<file path="src/rtl/uart_rx_frame.sv">
// UART receive framer: 8N1 by default, 8E1 when UART_RX_PARITY_EN is defined.
// Synchronises rs232_rx, holds bps_start for the whole frame and samples on each clk_bps pulse.
module uart_rx_frame (
    input  logic       clk,
    input  logic       rst_n,
    input  logic       rs232_rx,
    input  logic       clk_bps,
    output logic       bps_start,
    output logic [7:0] rx_data,
    output logic       rx_valid,
    output logic       frame_err,
    output logic       parity_err,
    output logic       rx_busy
);

`ifdef UART_RX_PARITY_EN
    typedef enum logic [2:0] {S_IDLE, S_START, S_DATA, S_PARITY, S_STOP} state_t;
`else
    typedef enum logic [1:0] {S_IDLE, S_START, S_DATA, S_STOP} state_t;
`endif

    state_t     state_q;
    logic       s0_q;
    logic       s1_q;
    logic       s2_q;
    logic       start_edge;
    logic [2:0] bit_cnt_q;
    logic [7:0] shreg_q;
    logic [7:0] shreg_d;
    logic [7:0] bit_sel;
    logic       data_bit_en;
    logic       bps_start_q;
    logic [7:0] rx_data_q;
    logic       rx_valid_q;
    logic       frame_err_q;
    logic       rx_busy_q;
`ifdef UART_RX_PARITY_EN
    logic       parity_bit_q;
    logic       parity_err_q;
    logic       parity_bad;
`endif

    // s2 still holds the previous (high) level when s1 first shows the low start bit.
    always_ff @(posedge clk or negedge rst_n) begin
        if (!rst_n) begin
            s0_q <= 1'b1;
            s1_q <= 1'b1;
            s2_q <= 1'b1;
        end else begin
            s0_q <= rs232_rx;
            s1_q <= s0_q;
            s2_q <= s1_q;
        end
    end

    assign start_edge  = s2_q & ~s1_q;
    assign data_bit_en = (state_q == S_DATA) & clk_bps;

    genvar gi;
    generate
        for (gi = 0; gi < 8; gi++) begin : g_shreg
            assign bit_sel[gi] = data_bit_en & (bit_cnt_q == 3'(gi));
            assign shreg_d[gi] = bit_sel[gi] ? s1_q : shreg_q[gi];
        end
    endgenerate

    always_ff @(posedge clk or negedge rst_n) begin
        if (!rst_n) begin
            shreg_q <= 8'h00;
        end else begin
            shreg_q <= shreg_d;
        end
    end

`ifdef UART_RX_PARITY_EN
    // Even parity: data bits plus parity bit must XOR to zero.
    assign parity_bad = ^{shreg_q, parity_bit_q};
`endif

    always_ff @(posedge clk or negedge rst_n) begin
        if (!rst_n) begin
            state_q      <= S_IDLE;
            bit_cnt_q    <= 3'd0;
            bps_start_q  <= 1'b0;
            rx_data_q    <= 8'h00;
            rx_valid_q   <= 1'b0;
            frame_err_q  <= 1'b0;
            rx_busy_q    <= 1'b0;
`ifdef UART_RX_PARITY_EN
            parity_bit_q <= 1'b0;
            parity_err_q <= 1'b0;
`endif
        end else begin
            rx_valid_q   <= 1'b0;
            frame_err_q  <= 1'b0;
`ifdef UART_RX_PARITY_EN
            parity_err_q <= 1'b0;
`endif
            case (state_q)
                S_IDLE: begin
                    if (start_edge) begin
                        state_q     <= S_START;
                        bps_start_q <= 1'b1;
                        rx_busy_q   <= 1'b1;
                    end
                end
                S_START: begin
                    if (clk_bps) begin
                        if (!s1_q) begin
                            state_q   <= S_DATA;
                            bit_cnt_q <= 3'd0;
                        end else begin
                            // Line back high at bit centre: treat as noise, release the generator.
                            state_q     <= S_IDLE;
                            bps_start_q <= 1'b0;
                            rx_busy_q   <= 1'b0;
                        end
                    end
                end
                S_DATA: begin
                    if (clk_bps) begin
                        bit_cnt_q <= bit_cnt_q + 3'd1;
                        if (bit_cnt_q == 3'd7) begin
`ifdef UART_RX_PARITY_EN
                            state_q <= S_PARITY;
`else
                            state_q <= S_STOP;
`endif
                        end
                    end
                end
`ifdef UART_RX_PARITY_EN
                S_PARITY: begin
                    if (clk_bps) begin
                        parity_bit_q <= s1_q;
                        state_q      <= S_STOP;
                    end
                end
`endif
                S_STOP: begin
                    if (clk_bps) begin
                        state_q     <= S_IDLE;
                        bps_start_q <= 1'b0;
                        rx_busy_q   <= 1'b0;
                        if (!s1_q) begin
                            frame_err_q <= 1'b1;
`ifdef UART_RX_PARITY_EN
                        end else if (parity_bad) begin
                            parity_err_q <= 1'b1;
`endif
                        end else begin
                            rx_data_q  <= shreg_q;
                            rx_valid_q <= 1'b1;
                        end
                    end
                end
                default: begin
                    state_q     <= S_IDLE;
                    bps_start_q <= 1'b0;
                    rx_busy_q   <= 1'b0;
                end
            endcase
        end
    end

    assign bps_start = bps_start_q;
    assign rx_data   = rx_data_q;
    assign rx_valid  = rx_valid_q;
    assign frame_err = frame_err_q;
    assign rx_busy   = rx_busy_q;
`ifdef UART_RX_PARITY_EN
    assign parity_err = parity_err_q;
`else
    assign parity_err = 1'b0;
`endif

endmodule
</file>
<file path="config.mk">
export PLATFORM = sky130hd
export DESIGN_NAME = uart_rx_frame
export DESIGN_NICKNAME = d
export VERILOG_FILES = /design/src/rtl/uart_rx_frame.sv
export SDC_FILE = /design/constraint.sdc
export NUM_CORES = 1
export LEC_CHECK = 0
export CAP_MARGIN = 20
export CORE_MARGIN = 2
export CORE_UTILIZATION = 47
export CTS_CLUSTER_SIZE = 28
export DETAILED_ROUTE_END_ITERATION = 16
export GPL_ROUTABILITY_DRIVEN = 1
export GPL_TIMING_DRIVEN = 0
export HOLD_SLACK_MARGIN = 0.06
export MAX_ROUTING_LAYER = met4
export PLACE_DENSITY_LB_ADDON = 0.2
export SLEW_MARGIN = 40
export SYNTH_ARGS = -nofsm -noshare
export SYNTH_HDL_FRONTEND = slang
export SYNTH_SLANG_ARGS = --single-unit
</file>
<file path="constraint.sdc">
create_clock -name clk -period 1.4 [get_ports clk]
set_input_delay 0.28 -clock clk [delete_from_list [all_inputs] [get_ports clk]]
set_output_delay 0.28 -clock clk [all_outputs]
set_load 0.02 [all_outputs]
</file>
# [After elaboration in Yosys (flattened, before gate mapping)]
# Index checks and enable logic that the tools add are counted.
# Widths: inputs -> output; s select.
[totals] ff_bits=27 inputBits=4 word_cells=76
[op_classes] add_sub_neg=1 eq_ne=17 mux=22 bitwise_logic=11 n_reduce_logical=8
[op_table] cell="$eq 3x3->1 const B" count=4
[op_table] cell="$mux 2" count=6
[op_table] cell="$ne 2x2->1 const B" count=6
[op_table] cell="$and 1x1->1" count=10
[op_table] cell="$mux 1" count=10
[op_table] cell="$reduce_and 5->1" count=2
[op_table] cell="$mux 3" count=3
[op_table] cell="$pmux 2 s4" count=1
[op_table] cell="$eq 3x2->1 const B" count=2
[op_table] cell="$pmux 3 s2" count=1
[op_table] cell="$eq 2x2->1 const B" count=2
[op_table] cell="$reduce_and 4->1" count=1
[op_table] cell="$add 3x1->3 const B" count=1
[op_table] cell="$eq 3x1->1 const B" count=1
[op_table] cell="$logic_not 3->1" count=1
[op_table] cell="$pmux 1 s3" count=1
[op_table] cell="$reduce_and 3->1" count=1
[op_table] cell="$reduce_bool 3->1" count=1
[op_table] cell="$eq 2x1->1 const B" count=1
[op_table] cell="$logic_not 2->1" count=1
[op_table] cell="$ne 2x1->1 const B" count=1
[op_table] cell="$reduce_bool 2->1" count=1
[op_table] cell="$not 1->1" count=1

# [Logic depth before layout (Yosys ltp)]
[depth] word_depth=4 depth_mapped=4

# [Least setup slack after synthesis]
# Ideal clock, no wire load.
[synth_timing] path_kind="register to register" from="register bit_cnt_q[0]" to="register shreg_q[7]" arrival_time_ps=1200 required_ps=1275 setup_slack_ps=75 path_stages_with_launch=5 n_path_buf=0 synth_period_minus_slack_ps=1325 path_cell_list="dfrtp_1 -> ha_1 -> ha_1 -> nand3_1 -> mux2_2"
[synth_via] elab_chain_cells=2
[synth_rtl] item="start: declaration" line="27" text="logic [2:0] bit_cnt_q;"
[synth_rtl] item="start signal: assignment" line="122" text="bit_cnt_q <= bit_cnt_q + 3'd1;"
[synth_rtl] item="$eq 3x3->1" line="62" text="assign bit_sel[gi] = data_bit_en & (bit_cnt_q == 3'(gi));"
[synth_rtl] item="$and 1x1->1" line="62"
[synth_rtl] item="end signal: assignment" line="71" text="shreg_q <= shreg_d;"
[synth_rtl] item="end: declaration" line="28" text="logic [7:0] shreg_q;"
# Every way passes these cells.
# A chain may end at the register's enable or synchronous reset.

# [Final worst setup path]
[layout_timing] from="register state_q[0]" to="register shreg_q[6]"
[layout_via] elab_chain_cells=3
[layout_rtl] item="start: declaration" line="22" text="state_t state_q;"
[layout_rtl] item="start signal: assignment" line="82" text="state_q <= S_IDLE;"
[layout_rtl] item="start signal: assignment" line="102" text="state_q <= S_START;"
[layout_rtl] item="start signal: assignment" line="110" text="state_q <= S_DATA;"
[layout_rtl] item="$eq 2x2->1" line="57" text="assign data_bit_en = (state_q == S_DATA) & clk_bps;"
[layout_rtl] item="$and 1x1->1" line="57"
[layout_rtl] item="$and 1x1->1" line="62"
# Every way passes these cells.

==> parameters.txt <==
Parameter                              Value

Placed design
  Final estimated routing congestion in global placement    0.833
  Port bufs    15
  Post-Place Setup Slack    -330 ps
  Cell Count Post-Placement    138
  Placed Instance Area    1370 µm²
  Total half-perimeter wirelength after legalization and detailed placement    1.32 mm

Worst setup path
  Family of cells with the greatest summed delay on the critical path    flip-flops
  Class of the most critical setup path    flip-flop to flip-flop
  Largest fanout on the critical path    7
  Kind of end point of the critical path    flip-flop
  Worst endpoint required time    1630 ps
  Highest-delay cell along the critical path    dfrtp_2
  Stage delay of the slowest cell on the critical path    480 ps
  Sequence of cells on the critical path    and3b_1 > buf_6 > nand3_1 > mux2_4
  Critical path buffers and inverters    1
  Worst setup SP type    flip-flop
  Crit path DAT    1600 ps

Yosys
  Fraction of post-synthesis cell area in the top cell type by area    50.8%
  Syn_nets    103
  Synth top area cells    dfrtp_1 51%, mux2_2 12%, dfstp_2 6.7%
  Gate Count Post-Synth    93
  Summed instance area of the synthesized netlist    1180 µm²
  Most common flop cell mapped by yosys    dfrtp_1
  Synthesis-stage register bit count    27
  Async SR Flop Fraction    100%
  Share of synthesized area occupied by flip-flops and latches    57.5%
  Synth area leader    dfrtp_1
  Syn avg cell area    12.7 µm²
  EDFF count, synth    0
  Library cells used by synthesis    25
  Yosys warnings    0

Timing
  Post-layout minimum cycle time    1370 ps
  Setup slack of the critical path after layout    27.6 ps
  Slew at the pin closest to its max-slew limit    584 ps
  Fin Clk Skew    7.67 ps
  Setup repair after global routing missed its margin    yes
  Count of final hold-check violations    0
  Number of setup violations in the final report    0
  Worst max-slew margin expressed relative to the limit    61.1%
  Final max-slew violation count    0
  Highest attainable clock frequency    729 MHz
  Ratio of final minimum period to clock period    98.0%

Pwr
  VDD IR-drop max    0.989 mV
  Leakage power summed over all cells    0.000737 µW
  Power density over the cells    1680 nW/µm²

Layout
  Layout overhead on the synthesized area    21.0%
  Finished Layout Cells    145
  Highest-count cells in the layout ignoring fill and taps    22 x dfrtp_1, 13 x mux2_2, 10 x dlygate4sd2_1
  Fraction of final layout cells with drive strength greater than 1    31.3%
  Fill cell instance count of the final layout    227
  Total non-filler cell area in the finished layout    1430 µm²
  Count of inserted antenna diode cells    0
  NumNets Final    126
  Most frequent standard cell in the layout excluding fill and tap cells    dfrtp_1

Global route
  Vias in the first global route    723
  GRT Residual Overflow    0
  Number of antenna violations at the first check in global routing    0
  First-pass GRT wire length    3.28 mm
  Global routing usage summed across all routing layers    16.6%
  Pin count of the biggest net entering global routing    28

Floorplan
  Horiz. Die Dim    54.2 µm
  Die Outline Area    2930 µm²
  Rows    18
  Boundary Pins    17
  Die Height    54.2 µm
  Floorplan core area    2430 µm²
  Initial cell density of the core    48.6%

Drt
  Routed Wire Length    1.93 mm
  Vias after detailed routing    746
  DRC viols    0
  Highest metal layer with signal wires    met4
  WL met1    902 µm
  Met3 wire length    66 µm
  Number of search-and-repair iterations in the first detailed-routing pass    4
  DR WL/cell    13.3 µm
  Detailed router's first-iteration violation count    3
  Met2 layer wire length in the routed design    905 µm
  Via-to-Cell Ratio    5.14
  Number of antenna-violating nets in the routed design    0

CTS
  Clock root buffer    clkbuf_4
  TritonCTS sink count    27
  Clock Path Buffers    2
  # H-tree levels    1
  Clk_lat worst skew    330 ps
  Clock tree from TritonCTS    done
  Clock Pin Slew Worst Setup and Hold Paths    150 ps
  Clock buffer count from CTS    3

Hold path
  Path category of the worst min-delay check    input pin to flip-flop

Flow run
  MaxCap Viol Count    0

Status
  Status    finished clean
==> synth_stat cells, drive strengths merged (2+ instances only) <==
cell type / n
nand3: 4
inv: 6
nor2: 5
clkbuf: 2
dfrtp: 24
nand2: 6
mux2: 16
ha: 6
a211oi: 2
buf: 3
a21oi: 5
dfstp: 3
==> what timing repair did <==
action	CTS	global route
endpoints found under the setup margin	14	13
hold endpoints to repair	24	0
setup buffers	2	0
resized for setup	15	10
hold buffers	1	0
==> state kept, by name, indices dropped and copies added (netlist names), named ones only <==
name,flops
bit_cnt_q,3
frame_err,1
rx_busy,1
rx_data,8
rx_valid,1
s0_q,1
s1_q,1
s2_q,1
shreg_q,8
state_q,1
==> worst register-to-register path, delay by kind of cell, from the launching register on <==
kind	cells	cell delay [ps]
mux	1	320
flops	1	480
simple gates	2	350
buf+inv	1	120
==> routing by layer <==
metal  GRT usage (%)  vias to the layer above
li1                -                      361
met1            20.5                      367
met2            25.7                       14
met3            2.50                        4
met4            10.0                        0
met5               -                        -
==> worst paths after layout <==
path / start / end / slack [ps] / depth (start not counted)
max reg2reg: state_q[0] / shreg_q[6] / 30 / 4
max: state_q[0] / shreg_q[6] / 30 / 4
min: rs232_rx / s0_q / 340 / 1
max in group asynchronous: rst_n / state_q[0] / 530 / 2
min in group asynchronous: rst_n / shreg_q[5] / 460 / 2
min reg2reg: s0_q / s1_q / 370 / 0
==> stage by stage <==
stage | hold slack, ps | utilization (%) | total power (µW) | TNS (ps)
after floorplan | -15.6 | - | 1730 | 0
after detailed placement | 320 | 56.1 | 2050 | -4900
after global placement | 350 | 56.3 | 2010 | -12200
after CTS | 338 | 57.7 | 2380 | 0
final | 341 | 58.8 | 2400 | 0
after global routing | 323 | 58.8 | 2560 | -21.5
==> area by class of cell <==
type | count | area, µm² | share of cell area [%]
sequential | 27 | 682 | 47.7
multi-input combinational | 55 | 468 | 32.7
timing repair buffer | 18 | 158 | 11.0
tap | 30 | 37.5 | 2.62
buffer | 5 | 36.3 | 2.54
clock buffer | 4 | 26.3 | 1.84
inverter | 6 | 22.5 | 1.57
==> power by group <==
| part | leakage (µW) | internal (µW) | switching, µW | total (µW) |
|---|---|---|---|---|
| Sequential | 0.000351 | 1000 | 168 | 1170 |
| Combinational | 0.000371 | 431 | 450 | 881 |
| Clock | 0.0000150 | 112 | 235 | 347 |
==> logic make-up (layout without fill, tap and decap cells) <==
family | after synthesis | count (layout) | share of synthesized area, %
compound gates | 11 | 11 | 5.93
fa+ha+maj | 6 | 6 | 6.35
buf+inv | 11 | 33 | 4.44
flops | 27 | 27 | 57.5
mux | 16 | 16 | 15.6
other cells | 1 | 1 | 0.317
simple gates | 21 | 21 | 9.95
Power figures use the tool's default switching activity.
